<file path="src/rtl/xnor_correlator_pkg.sv">
// xcorr_pkg: shared types and constants for the xnor_correlator block.
//   xc_state_t : FSM state encoding (XC_FILL while the window fills, XC_RUN once full)
//   HC_W       : width of the optional hit counter
//   HC_MAX     : saturation value of the optional hit counter
package xcorr_pkg;

    typedef enum logic {
        XC_FILL = 1'b0,
        XC_RUN  = 1'b1
    } xc_state_t;

    localparam int HC_W = 16;
    localparam logic [HC_W-1:0] HC_MAX = {HC_W{1'b1}};

endpackage

</file>
<file path="src/rtl/xnor_correlator_if.sv">
// xcorr_if: serial input stream and registered result stream of the correlator.
// Ports:
//   in_valid, in_bit       : input bit, qualified by in_valid
//   out_valid, score, hit  : one-cycle result pulse with the window score
// Handshake: valid-only. A bit is taken on every rising edge where in_valid=1
// (and clear is low); there is no ready, the correlator always accepts.
// out_valid is a single-cycle pulse; score and hit are meaningful only with it,
// except that score holds its last value between pulses.
// Modports: master drives the input bits and observes results; slave is the correlator.
interface xcorr_if #(
    parameter int WIDTH = 8,
    parameter int SW    = $clog2(WIDTH + 1)
);
    logic          in_valid;
    logic          in_bit;
    logic          out_valid;
    logic [SW-1:0] score;
    logic          hit;

    modport master (
        output in_valid,
        output in_bit,
        input  out_valid,
        input  score,
        input  hit
    );

    modport slave (
        input  in_valid,
        input  in_bit,
        output out_valid,
        output score,
        output hit
    );
endinterface

</file>
<file path="src/rtl/xnor_popcount.sv">
// xnor_popcount: combinational match score of a window against a pattern.
// Ports:
//   win     : candidate window (already including the newest bit)
//   pattern : reference pattern
//   score   : number of bit positions where win equals pattern, 0..WIDTH
module xnor_popcount #(
    parameter int WIDTH = 8,
    parameter int SW    = $clog2(WIDTH + 1)
) (
    input  logic [WIDTH-1:0] win,
    input  logic [WIDTH-1:0] pattern,
    output logic [SW-1:0]    score
);

    logic [WIDTH-1:0] match;

    assign match = ~(win ^ pattern);

    // SW is wide enough for WIDTH, so the running sum never overflows.
    always_comb begin
        score = '0;
        for (int i = 0; i < WIDTH; i++) begin
            score = score + SW'(match[i]);
        end
    end

endmodule

</file>
<file path="src/rtl/xnor_correlator.sv">
// xnor_correlator: serial bit-stream correlator with a thresholded match score.
// Optional feature macro: XCORR_HIT_COUNT_EN adds the saturating hit_count port.
// Ports:
//   clk, rst_n : clock, asynchronous active-low reset
//   clear      : synchronous flush of window and fill state (wins over in_valid)
//   pattern    : reference pattern, bit WIDTH-1 is the oldest position
//   threshold  : minimum score for a hit
//   bus        : xcorr_if slave (in_valid/in_bit in, out_valid/score/hit out)
//   hit_count  : saturating hit counter (XCORR_HIT_COUNT_EN only)
//   fsm_state  : current FSM state, for observation
module xnor_correlator
    import xcorr_pkg::*;
#(
    parameter int WIDTH = 8,
    parameter int SW    = $clog2(WIDTH + 1)
) (
    input  logic             clk,
    input  logic             rst_n,
    input  logic             clear,
    input  logic [WIDTH-1:0] pattern,
    input  logic [SW-1:0]    threshold,
    xcorr_if.slave           bus,
`ifdef XCORR_HIT_COUNT_EN
    output logic [HC_W-1:0]  hit_count,
`endif
    output xc_state_t        fsm_state
);

    localparam int FW = (WIDTH > 2) ? $clog2(WIDTH) : 1;

    logic [WIDTH-1:0] win;
    logic [WIDTH-1:0] win_next;
    logic [FW-1:0]    fill_cnt;
    logic [FW-1:0]    fill_next;
    xc_state_t        state;
    xc_state_t        state_next;
    logic             emit;
    logic [SW-1:0]    score_next;
    logic             hit_next;

    // Newest bit enters at position 0, so MSB-first feeding lines up with pattern.
    assign win_next = {win[WIDTH-2:0], bus.in_bit};

    xnor_popcount #(.WIDTH(WIDTH), .SW(SW)) u_popcount (
        .win     (win_next),
        .pattern (pattern),
        .score   (score_next)
    );

    always_comb begin
        state_next = state;
        fill_next  = fill_cnt;
        emit       = 1'b0;
        if (clear) begin
            state_next = XC_FILL;
            fill_next  = '0;
        end else if (bus.in_valid) begin
            case (state)
                XC_FILL: begin
                    // The accept that completes the window already yields a result.
                    if (fill_cnt == FW'(WIDTH - 1)) begin
                        state_next = XC_RUN;
                        fill_next  = '0;
                        emit       = 1'b1;
                    end else begin
                        fill_next = fill_cnt + 1'b1;
                    end
                end
                XC_RUN: emit = 1'b1;
                default: state_next = XC_FILL;
            endcase
        end
    end

    assign hit_next  = emit && (score_next >= threshold);
    assign fsm_state = state;

    always_ff @(posedge clk or negedge rst_n) begin
        if (!rst_n) begin
            state         <= XC_FILL;
            fill_cnt      <= '0;
            win           <= '0;
            bus.out_valid <= 1'b0;
            bus.score     <= '0;
            bus.hit       <= 1'b0;
        end else begin
            state         <= state_next;
            fill_cnt      <= fill_next;
            bus.out_valid <= emit;
            bus.hit       <= hit_next;
            if (clear) begin
                win <= '0;
            end else if (bus.in_valid) begin
                win <= win_next;
            end
            // Score holds between results and during fill.
            if (emit) begin
                bus.score <= score_next;
            end
        end
    end

`ifdef XCORR_HIT_COUNT_EN
    // Counts at the same edge that raises the hit pulse.
    always_ff @(posedge clk or negedge rst_n) begin
        if (!rst_n) begin
            hit_count <= '0;
        end else if (clear) begin
            hit_count <= '0;
        end else if (hit_next && (hit_count != HC_MAX)) begin
            hit_count <= hit_count + 1'b1;
        end
    end
`endif

endmodule

</file>
<file path="src/flat_wrapper.sv">
// flat-port wrapper written by rule: the top's interface ports become plain ports
module xnor_correlator_flat import xcorr_pkg::*;
#(
    parameter int WIDTH = 8,
    parameter int SW    = $clog2(WIDTH + 1)
)
  (clk, rst_n, clear, pattern, threshold, fsm_state, bus_in_valid, bus_in_bit, bus_out_valid, bus_score, bus_hit);
  xcorr_if #(.WIDTH(WIDTH), .SW(SW)) bus_i ();
  input  logic clk;
  input  logic rst_n;
  input  logic clear;
  input  logic [WIDTH-1:0] pattern;
  input  logic [SW-1:0] threshold;
  output xc_state_t fsm_state;
  input wire logic [$bits(bus_i.in_valid)-1:0] bus_in_valid;
  input wire logic [$bits(bus_i.in_bit)-1:0] bus_in_bit;
  output wire logic [$bits(bus_i.out_valid)-1:0] bus_out_valid;
  output wire logic [$bits(bus_i.score)-1:0] bus_score;
  output wire logic [$bits(bus_i.hit)-1:0] bus_hit;
  assign bus_i.in_valid = bus_in_valid;
  assign bus_i.in_bit = bus_in_bit;
  assign bus_out_valid = bus_i.out_valid;
  assign bus_score = bus_i.score;
  assign bus_hit = bus_i.hit;
  xnor_correlator #(.WIDTH(WIDTH), .SW(SW)) u_core (.clk(clk), .rst_n(rst_n), .clear(clear), .pattern(pattern), .threshold(threshold), .bus(bus_i), .fsm_state(fsm_state));
endmodule
</file>
<file path="config.mk">
export PLATFORM = sky130hd
export DESIGN_NAME = xnor_correlator_flat
export DESIGN_NICKNAME = d
export VERILOG_FILES = /design/src/rtl/xnor_correlator_pkg.sv /design/src/rtl/xnor_correlator_if.sv /design/src/rtl/xnor_popcount.sv /design/src/rtl/xnor_correlator.sv /design/src/flat_wrapper.sv
export SDC_FILE = /design/constraint.sdc
export NUM_CORES = 1
export LEC_CHECK = 0
export BUFFER_PORTS_ARGS = -buffer_cell sky130_fd_sc_hd__buf_2
export CORE_MARGIN = 2
export CORE_UTILIZATION = 44
export CTS_CLUSTER_SIZE = 10
export DETAILED_ROUTE_END_ITERATION = 10
export GPL_ROUTABILITY_DRIVEN = 0
export PLACE_DENSITY_LB_ADDON = 0.25
export SLEW_MARGIN = 20
export SYNTH_ARGS = -nofsm -noshare
export SYNTH_HDL_FRONTEND = slang
export SYNTH_HIERARCHICAL = 1
export SYNTH_SLANG_ARGS = --single-unit
</file>
<file path="constraint.sdc">
create_clock -name clk -period 5.3 [get_ports clk]
set_clock_uncertainty 0.15 [all_clocks]
set_input_delay 1.06 -clock clk [delete_from_list [all_inputs] [get_ports clk]]
set_output_delay 1.06 -clock clk [all_outputs]
set_load 0.005 [all_outputs]
</file>
==> flow_summary.yaml, run 1 <==
pwr:
  max-vdd-ir-drop_uv: 175
  p_clk_frac: 0.215
  internal_power_uw: 209
  seq_power_share: 0.433
  pwr-share-comb: 0.351
  switching_share: 0.323
  p_switching_uw: 99.9
  p_leak_uw: 0.000691
  p_per_area_nw_per_um2: 257
timing:
  finalMaxSlewViolations: 0
  tightest_slew_ns: 0.372
  hold_viol: 0
  setup_viol: 0
  fin_crit_ns: 4.49
  grt_setup_unrepaired: "no"
  tns_ns: 0
  relSlewSlack: 0.752
  fmax_mhz: 223
  finalCritPeriodShare: 0.846
yosys:
  synthArstFlopShare: 1.00
  ys_seq_area_frac: 0.409
  ys_ff_latch: 17
  synth.area.mux_share: 0.154
  synthesis.area_um2: 1040
  syn_avg_cell_area_um2: 11.4
  synth_compound_area_frac: 0.0493
  yosys.area.top_type: "dfrtp_1"
  syn-num-nets: 121
  synthXorXnorAreaFrac: 0.0757
  ys.flop_type: "dfrtp_1"
  synth_edf_count: 0
  synth-simple-area-share: 0.0661
  synth_warnings: 6
  synth_top_family_by_area: "adder cells"
  postSynthCellCount: 91
  synth.distinct_cells: 18
  synthTopCellsByCount: "dfrtp_1, nor2_1, inv_1"
  synth_fa_ha_area_frac: 0.185
  synth_most_common_cell: "dfrtp_1"
  yosysTopAreaCellShare: 0.409
  synthTopCellsByArea: "dfrtp_1, ha_1, mux2i_1"
route:
  drtAntennaViolNets: 0
  drt-vias-per-instance: 4.67
  drc: 0
  drt_wl_total_um: 1810
  post_drt_wl_per_cell_um: 12.6
  firstDrtPassIters: 3
  drtIter0Drc: 4
  vias: 673
floorplan:
  die_y_um: 52.6
  design.die.area_um2: 2770
  die_w_um: 52.6
  core_area_um2: 2230
  io_pins: 24
  start_util: 0.466
  rows: 17
critical_path:
  path_delay_family: "adder cells"
  cp_cell_sequence: "buf_2, xnor2_1, fa_1, inv_1, fa_1, inv_1, fa_1, ha_1, inv_1, fa_1, xnor2_1, ha_1, o21ai_0, a21o_1, a211oi_1"
  required_ns: 5.34
  cpMaxStageDelayCell: "fa_1"
  cp_common_cell: "fa_1"
  reg2reg_to: "u_core/bus.hit$_DFF_PN0_"
  crit_fanout: 2
  worst_setup_path_start_kind: "input port"
  arrival_ns: 4.53
  reg2regPathDepth: 14
  path_class: "input port to flop"
  path_depth: 15
  cp-endpoint: "u_core/bus.hit$_DFF_PN0_"
  max_stage_delay_ns: 0.55
  end_kind: "flop"
  worstPathBufferInverterCount: 4
  r2r-start: "u_core/win[0]$_DFFE_PN0P_"
  crit_start: "bus_in_bit"
  r2r_slack_ns: 1.31
placement:
  port_buffers: 23
  hpwl_um: 1470
grt:
  grt_overflow: 0
  grt_busiest_layer: "met2"
  grt_util_met3: 0.0171
  antenna_found_initial: 0
  grt_max_degree: 18
  globalRouteTotalUtil: 0.161
  grt_pass1_wl_um: 3160
  first_global_vias: 692
  met1_usage: 0.224
  use_met2: 0.244
flow_run:
  max-cap-violations: 0
finish:
  antennaDiodeCount: 0
  drive_above_1_share: 0.276
  fin_nets: 147
  area_growth_pct: 15.6
  seq_area_um2: 425
  fillCellCount: 210
  multi_input_area_um2: 552
  final_util: 0.539
run_status:
  status: "complete, no violations"
clocking:
  postCtsSetupBuffers: 0
  cts_tree: "yes"
  cts-root-buf: "clkbuf_4"
  ctsResizeCount: 0
  clock_sinks: 17
  cts_buffers: 3
  h-tree-depth: 1
  cts_buffer_depth: 2
  ctsHoldBuffers: 0
  worstSkewPairLatency_ns: 0.28
  clk_pin_slew_ns: 0.09
hold_path:
  min_path_type: "flop to flop"
cell usage in the layout, fill, tap and decap left out:
cell and instances:
buf_2 23, dfrtp_1 17, nor2_1 15, inv_1 13
mux2i_1 10, ha_1 9, xnor2_1 7, mux2_4 4
fa_1 4, clkbuf_4 3, a21oi_1 2, xor2_1 2
clkinv_2 1, o211ai_4 1, o21ai_0 1, a21o_1 1
a211oi_1 1, nand2b_1 1, nor2b_1 1
how the worst min path moves through the flow:
stage	startpoint	end	slack, ns	cells past startpoint
detailed placement	u_core/bus.score[3]$_DFFE_PN0P_	u_core/bus.score[3]$_DFFE_PN0P_	0.34	1
CTS	u_core/bus.score[0]$_DFFE_PN0P_	u_core/bus.score[0]$_DFFE_PN0P_	0.38	1
global route	u_core/bus.score[2]$_DFFE_PN0P_	u_core/bus.score[2]$_DFFE_PN0P_	0.39	1
global placement	u_core/bus.score[3]$_DFFE_PN0P_	u_core/bus.score[3]$_DFFE_PN0P_	0.34	1
finish	u_core/bus.score[3]$_DFFE_PN0P_	u_core/bus.score[3]$_DFFE_PN0P_	0.37	1
floorplan	u_core/fill_cnt[1]$_DFFE_PN0P_	u_core/fill_cnt[1]$_DFFE_PN0P_	0.34	2
metrics by stage:
| stage | instance area (um^2) | total power (uW) | instances | setup WS, ns | hold slack [ns] |
|---|---|---|---|---|---|
| finish | 1200 | 309 | 144 | 0.815 | 0.374 |
| global route | 1200 | 338 | 144 | 0.603 | 0.390 |
| CTS | 1200 | 314 | 144 | 0.805 | 0.378 |
| detailed placement | 1180 | 246 | 140 | 0.509 | 0.344 |
| global placement | 1180 | 241 | 140 | 0.596 | 0.340 |
| floorplan | 1040 | 216 | 91 | 0.839 | 0.343 |
layer usage:
| metal | share of wire | vias up |
|---|---|---|
| met5 | 0 | - |
| met4 | 0.0094 | 0 |
| met3 | 0.024 | 2 |
| met2 | 0.49 | 7 |
| met1 | 0.47 | 324 |
| li1 | - | 340 |
state kept, by name, indices dropped and copies added (netlist names):
signal	flops
u_core/bus.hit	1
u_core/bus.score	4
u_core/win	7
u_core/bus.out_valid	1
u_core/fill_cnt	3
u_core/fsm_state	1
worst reg2reg max path: stages, from the launching register on:
cell	delay, ns
dfrtp_1	0.41
xnor2_1	0.15
fa_1	0.52
inv_1	0.06
fa_1	0.54
inv_1	0.06
fa_1	0.55
ha_1	0.17
inv_1	0.05
fa_1	0.37
xnor2_1	0.16
ha_1	0.28
o21ai_0	0.07
a21o_1	0.15
a211oi_1	0.20
power groups by stage:
stage	Sequential, uW	Combinational, uW	Clock [uW]
floorplan	136	80.2	0
global placement	136	105	0
detailed placement	137	110	0
CTS	134	111	68.9
global route	134	129	74.8
finish	134	109	66.6
cell families after synthesis:
family,Yosys count
buffers and inverters,15
AO/OA/AOI/OAI,6
adder cells (fa/ha/maj),13
flip-flops,17
XOR/XNOR,9
multiplexers,14
AND/OR/NAND/NOR,17
area by class of cell:
cell class | instances | area share
clock buffers | 3 | 0.0187
clock inverters | 1 | 0.00416
well taps | 28 | 0.0291
repair buffers | 23 | 0.0956
flip-flops and latches | 17 | 0.353
inverters | 13 | 0.0405
multi-input cells | 59 | 0.458
Power figures use the tool's default switching activity.
==> run 2, diff against run 1 <==
--- a/config.mk
+++ b/config.mk
@@ -5,6 +5,7 @@
 export SDC_FILE = /design/constraint.sdc
 export NUM_CORES = 1
 export LEC_CHECK = 0
+export ABC_AREA = 1
 export BUFFER_PORTS_ARGS = -buffer_cell sky130_fd_sc_hd__buf_2
 export CORE_MARGIN = 2
 export CORE_UTILIZATION = 44
==> constraint.sdc (replaced) <==
create_clock -name clk -period 4.1 [get_ports clk]
set_clock_uncertainty 0.15 [all_clocks]
set_input_delay 0.82 -clock clk [delete_from_list [all_inputs] [get_ports clk]]
set_output_delay 0.82 -clock clk [all_outputs]
set_load 0.005 [all_outputs]
==> run 2 against run 1 <==
Wire length grew 17%. Synthesized cell count grew 63%. Sequential power grew 34%. Combinational power grew 89%. Sequential share of layout area shrank 4.7 points. Clock power grew 36%. Register-to-register slack lost 0.99 ns. Largest power group is now combinational cells. Highest routed layer unchanged.
==> flow_summary.yaml, run 2 <==
yosys:
  synthArstFlopShare: 1.00
  syn-num-nets: 178
  synth.distinct_cells: 15
  ys_ff_latch: 17
  synthTopCellsByCount: "nand2_1, inv_1, dfrtp_1"
  synth_warnings: 6
  ys_seq_area_frac: 0.382
  syn_avg_cell_area_um2: 7.52
  synth_most_common_cell: "nand2_1"
  ys.flop_type: "dfrtp_1"
  yosysTopAreaCellShare: 0.382
  yosys.area.top_type: "dfrtp_1"
  synthTopCellsByArea: "dfrtp_1, nand2_1, inv_1"
  synthesis.area_um2: 1110
  postSynthCellCount: 148
  synth_edf_count: 0
placement:
  pre_cts_slack_ns: -0.215
  hpwl_um: 1710
  port_buffers: 23
pwr:
  p_leak_uw: 0.000804
  seq_power_share: 0.377
  internal_power_uw: 311
  p_per_area_nw_per_um2: 343
  p_clk_frac: 0.191
  p_switching_uw: 165
  switching_share: 0.346
  pwr-share-comb: 0.432
  max-vdd-ir-drop_uv: 228
hold_path:
  min_path_type: "input port to asynchronous set/reset pin"
route:
  firstDrtPassIters: 4
  drt_wl_total_um: 2110
  post_drt_wl_per_cell_um: 10.1
  vias: 955
  drtIter0Drc: 14
  drc: 0
  drtAntennaViolNets: 0
  drt-vias-per-instance: 4.57
floorplan:
  start_util: 0.458
  core_area_um2: 2430
  io_pins: 24
  die_y_um: 54.3
  die_w_um: 54.3
  design.die.area_um2: 2950
  rows: 18
critical_path:
  required_ns: 4.15
  arrival_ns: 4.03
  r2r-start: "u_core/win[0]$_DFFE_PN0P_"
  reg2regPathDepth: 19
  crit_fanout: 2
  reg2reg_to: "u_core/bus.hit$_DFF_PN0_"
  path_class: "input port to flop"
  worst_setup_path_start_kind: "input port"
  r2r_slack_ns: 0.32
  end_kind: "flop"
clocking:
  cts-root-buf: "clkbuf_4"
  cts_buffers: 3
  h-tree-depth: 1
  clk_pin_slew_ns: 0.10
  ctsHoldBuffers: 0
  cts_buffer_depth: 2
  clock_sinks: 17
  worstSkewPairLatency_ns: 0.30
  cts_tree: "yes"
finish:
  drive_above_1_share: 0.307
  area_growth_pct: 24.5
  most-common-layout-cells: "nand2_1, inv_1, buf_2"
  fin_nets: 210
  layout_commonest_cell: "nand2_1"
  max_flop_register: "u_core/win"
  reg_top3: "u_core/win: 7 flops, u_core/bus.score: 4 flops, u_core/fill_cnt: 3 flops"
  largest_reg_flops: 7
  antennaDiodeCount: 0
timing:
  fin_crit_ns: 3.97
  relSlewSlack: 0.755
  holdWs_ns: 0.269
  tightest_slew_ns: 0.367
  tns_ns: 0
  finalMaxSlewViolations: 0
  fmax_mhz: 252
  finalCritPeriodShare: 0.969
  setup_ws_ns: 0.126
  grt_setup_unrepaired: "yes"
  hold_viol: 0
  setup_viol: 0
grt:
  antenna_found_initial: 0
  globalRouteTotalUtil: 0.175
  first_global_vias: 933
  grt_max_degree: 18
  grt_pass1_wl_um: 3660
  grt_overflow: 0
run_status:
  status: "complete, no violations"
flow_run:
  max-cap-violations: 0
## run 2: cell count changes after synthesis, sizes merged, moves of 7 or more
cell / change
xnor2: -7
inv: +31
nor2: -11
nand2: +49
mux2i: -10
nand3: +7
## run 2: repair_timing
| item | 4_1_cts | 5_1_grt |
|---|---|---|
| setup buffers | 0 | 1 |
| endpoints found under the setup margin | 0 | 1 |
| resized for setup | 0 | 19 |
| hold endpoints to repair | 0 | 0 |
## run 2: how the worst max path moves through the flow
stage                     from                       end  slack (ns)  cells after the start
detailed placement  pattern[3]  u_core/bus.hit$_DFF_PN0_       -0.21                     20
global placement    pattern[3]  u_core/bus.hit$_DFF_PN0_       -0.17                     21
CTS                 pattern[3]  u_core/bus.hit$_DFF_PN0_         0.1                     20
floorplan           pattern[3]  u_core/bus.hit$_DFF_PN0_        0.06                     19
global route        bus_in_bit  u_core/bus.hit$_DFF_PN0_       -0.01                     19
finish              pattern[1]  u_core/bus.hit$_DFF_PN0_        0.13                     19
## run 2: final cells by class
cell class              count  area [um^2]
clock inverters             1         5.00
multi-input cells          87          573
well taps                  30         37.5
fillers                   238         1050
inverters                  44          165
flip-flops and latches     17          425
clock buffers               3         22.5
repair buffers             27          158
## run 2: logic make-up after synthesis
family	count (synthesis)	share of synthesized area
buf+inv	44	0.148
flops	17	0.382
compound gates	13	0.0674
fa+ha+maj	13	0.173
simple gates	61	0.229
## run 2: per-layer routing
metal / share of wire / track usage / up-vias
li1: - / - / 501
met1: 0.45 / 0.200 / 438
met2: 0.51 / 0.315 / 13
met3: 0.027 / 0.0328 / 3
met4: 0.016 / 0.0750 / 0
met5: 0 / 0 / -
## run 2: worst max-delay path, cell delays in order
cell	delay, ns
buf_6	0.09
nand2_1	0.06
nand2_2	0.06
fa_1	0.54
inv_2	0.04
fa_1	0.51
inv_2	0.04
fa_1	0.53
ha_2	0.19
inv_2	0.04
fa_2	0.53
inv_2	0.05
ha_4	0.21
nand2_1	0.05
nand2_1	0.04
nand2_1	0.06
nand3_1	0.06
nand2_1	0.06
inv_1	0.04
## run 2: per-stage QoR
| stage | instance area (um^2) | instances | total power (uW) | utilization |
|---|---|---|---|---|
| 2_1_floorplan | 1120 | 148 | 289 | - |
| 3_3_place_gp | 1290 | 204 | 345 | 0.531 |
| 3_5_place_dp | 1290 | 204 | 352 | 0.531 |
| 4_1_cts | 1320 | 208 | 446 | 0.542 |
| 5_1_grt | 1390 | 209 | 521 | 0.570 |
| 6_report | 1390 | 209 | 476 | 0.570 |
## run 2: power groups by stage
| stage | Clock (uW) | Sequential, uW | Combinational [uW] |
|---|---|---|---|
| final | 90.7 | 179 | 206 |
| after global routing | 103 | 180 | 238 |
| after CTS | 95.1 | 180 | 171 |
| after detailed placement | 0 | 183 | 169 |
| after global placement | 0 | 182 | 163 |
| after floorplan | 0 | 182 | 106 |
==> run 3, diff against run 2 <==
--- a/config.mk
+++ b/config.mk
@@ -9,10 +9,11 @@
 export BUFFER_PORTS_ARGS = -buffer_cell sky130_fd_sc_hd__buf_2
 export CORE_MARGIN = 2
 export CORE_UTILIZATION = 44
+export CTS_BUF_LIST = sky130_fd_sc_hd__clkbuf_16
 export CTS_CLUSTER_SIZE = 10
 export DETAILED_ROUTE_END_ITERATION = 10
 export GPL_ROUTABILITY_DRIVEN = 0
-export PLACE_DENSITY_LB_ADDON = 0.25
+export PLACE_DENSITY = 0.69
 export SLEW_MARGIN = 20
 export SYNTH_ARGS = -nofsm -noshare
 export SYNTH_HDL_FRONTEND = slang
==> run 3 against run 2 <==
Cell count grew 0.96%. Clock power grew 110%. Global-route usage shrank 0.32 points. Register-to-register slack is essentially flat. Worst hold slack gained 0.058 ns.
==> flow_summary.yaml, run 3 (synthesis results as in run 2) <==
route:
  firstDrtPassIters: 4
  drc: 0
  drt-vias-per-instance: 4.68
  drt_wl_total_um: 2340
  drtIter0Drc: 11
  vias: 988
  drtAntennaViolNets: 0
  post_drt_wl_per_cell_um: 11.1
clocking:
  worstSkewPairLatency_ns: 0.24
  h-tree-depth: 1
  cts_buffer_depth: 2
  clk_pin_slew_ns: 0.05
  cts_buffers: 3
  ctsHoldBuffers: 0
  cts_tree: "yes"
  cts-root-buf: "clkbuf_16"
  clock_sinks: 17
hold_path:
  min_path_cells: 2
  min_to: "u_core/bus.score[2]$_DFFE_PN0P_"
  hp-start: "u_core/bus.score[2]$_DFFE_PN0P_"
  min_path_type: "flop to flop"
critical_path:
  crit_fanout: 3
  end_kind: "flop"
  required_ns: 4.09
  path_class: "input port to flop"
  reg2regPathDepth: 19
  reg2reg_to: "u_core/bus.hit$_DFF_PN0_"
  r2r_slack_ns: 0.33
  arrival_ns: 4.04
  r2r-start: "u_core/win[0]$_DFFE_PN0P_"
  worst_setup_path_start_kind: "input port"
finish:
  fin_nets: 212
  most-common-layout-cells: "nand2_1, inv_1, buf_2"
  max_flop_register: "u_core/win"
  largest_reg_flops: 7
  final_util: 0.607
  reg_top3: "u_core/win: 7 flops, u_core/bus.score: 4 flops, u_core/fill_cnt: 3 flops"
  fillCellCount: 231
  layout_commonest_cell: "nand2_1"
  drive_above_1_share: 0.320
  antennaDiodeCount: 0
  area_growth_pct: 32.6
floorplan:
  die_y_um: 54.3
  io_pins: 24
  die_w_um: 54.3
  core_area_um2: 2430
  design.die.area_um2: 2950
  start_util: 0.458
  rows: 18
placement:
  pre_cts_slack_ns: -0.202
  port_buffers: 23
  hpwl_um: 1780
timing:
  setup_viol: 0
  holdWs_ns: 0.327
  finalCritPeriodShare: 0.988
  finalMaxSlewViolations: 0
  tightest_slew_ns: 0.368
  setup_ws_ns: 0.0495
  grt_setup_unrepaired: "yes"
  hold_viol: 0
  fin_crit_ns: 4.05
  relSlewSlack: 0.754
  fmax_mhz: 247
grt:
  globalRouteTotalUtil: 0.172
  grt_max_degree: 18
  antenna_found_initial: 0
  grt_overflow: 0
  grt_pass1_wl_um: 3710
  first_global_vias: 918
flow_run:
  max-cap-violations: 0
run_status:
  status: "complete, no violations"
pwr:
  p_leak_uw: 0.000845
  max-vdd-ir-drop_uv: 229
  p_per_area_nw_per_um2: 408
## run 3: cell types whose count changed in the layout (fill, tap and decap cells not counted), moves of 2 or more
cell	previous run	this run
buf_4	4	6
buf_8	0	2
clkbuf_16	0	3
clkbuf_4	3	0
nand2_1	40	38
## run 3: through the flow
step	instance area, um^2	power [uW]	cells	TNS [ns]
6_report	1480	602	211	0
3_3_place_gp	1290	343	204	-0.161
2_1_floorplan	1120	289	148	0
5_1_grt	1480	649	211	-0.120
3_5_place_dp	1290	351	204	-0.202
4_1_cts	1370	542	208	0
## run 3: layout make-up
cell class	count	area (um^2)	area share
clock buffers	3	75.1	0.0508
clock inverters	1	3.75	0.00254
flip-flops and latches	17	425	0.288
inverters	44	165	0.112
multi-input cells	87	583	0.395
repair buffers	29	186	0.126
well taps	30	37.5	0.0254
## run 3: layer usage
layer | vias up | routed length (um) | track usage
li1 | 505 | - | -
met1 | 468 | 1040 | 0.210
met2 | 15 | 1220 | 0.313
met3 | 0 | 87 | 0.0301
met4 | 0 | 0 | 0.0375
met5 | - | 0 | 0
## run 3: report_power, final
part           total (uW)  switching, uW  internal (uW)
Clock                 187           57.4            129
Sequential            180           4.41            175
Combinational         236            120            116
Total                 602            181            421
## run 3: worst max-delay path, cell delays in order
cell	delay (ns)
buf_8	0.10
nand2_2	0.06
nand2_2	0.06
fa_1	0.54
inv_2	0.04
fa_1	0.51
inv_2	0.04
fa_1	0.52
ha_2	0.19
inv_2	0.04
fa_2	0.53
inv_2	0.05
ha_4	0.21
nand2_2	0.04
nand2_1	0.05
nand2_1	0.06
nand3_1	0.06
nand2_1	0.06
inv_1	0.04
## run 3: worst max-delay path by stage
stage	from	slack [ns]	to
4_1_cts	pattern[3]	0.02	u_core/bus.hit$_DFF_PN0_
6_report	bus_in_bit	0.05	u_core/bus.hit$_DFF_PN0_
2_1_floorplan	pattern[3]	0.06	u_core/bus.hit$_DFF_PN0_
3_3_place_gp	pattern[3]	-0.16	u_core/bus.hit$_DFF_PN0_
5_1_grt	pattern[0]	-0.12	u_core/bus.hit$_DFF_PN0_
3_5_place_dp	pattern[3]	-0.20	u_core/bus.hit$_DFF_PN0_
## run 3: timing repair
action                     CTS  global route
resized for setup            0            25
hold endpoints to repair     0             0
setup buffers                0             3
setup endpoints to repair    0             1
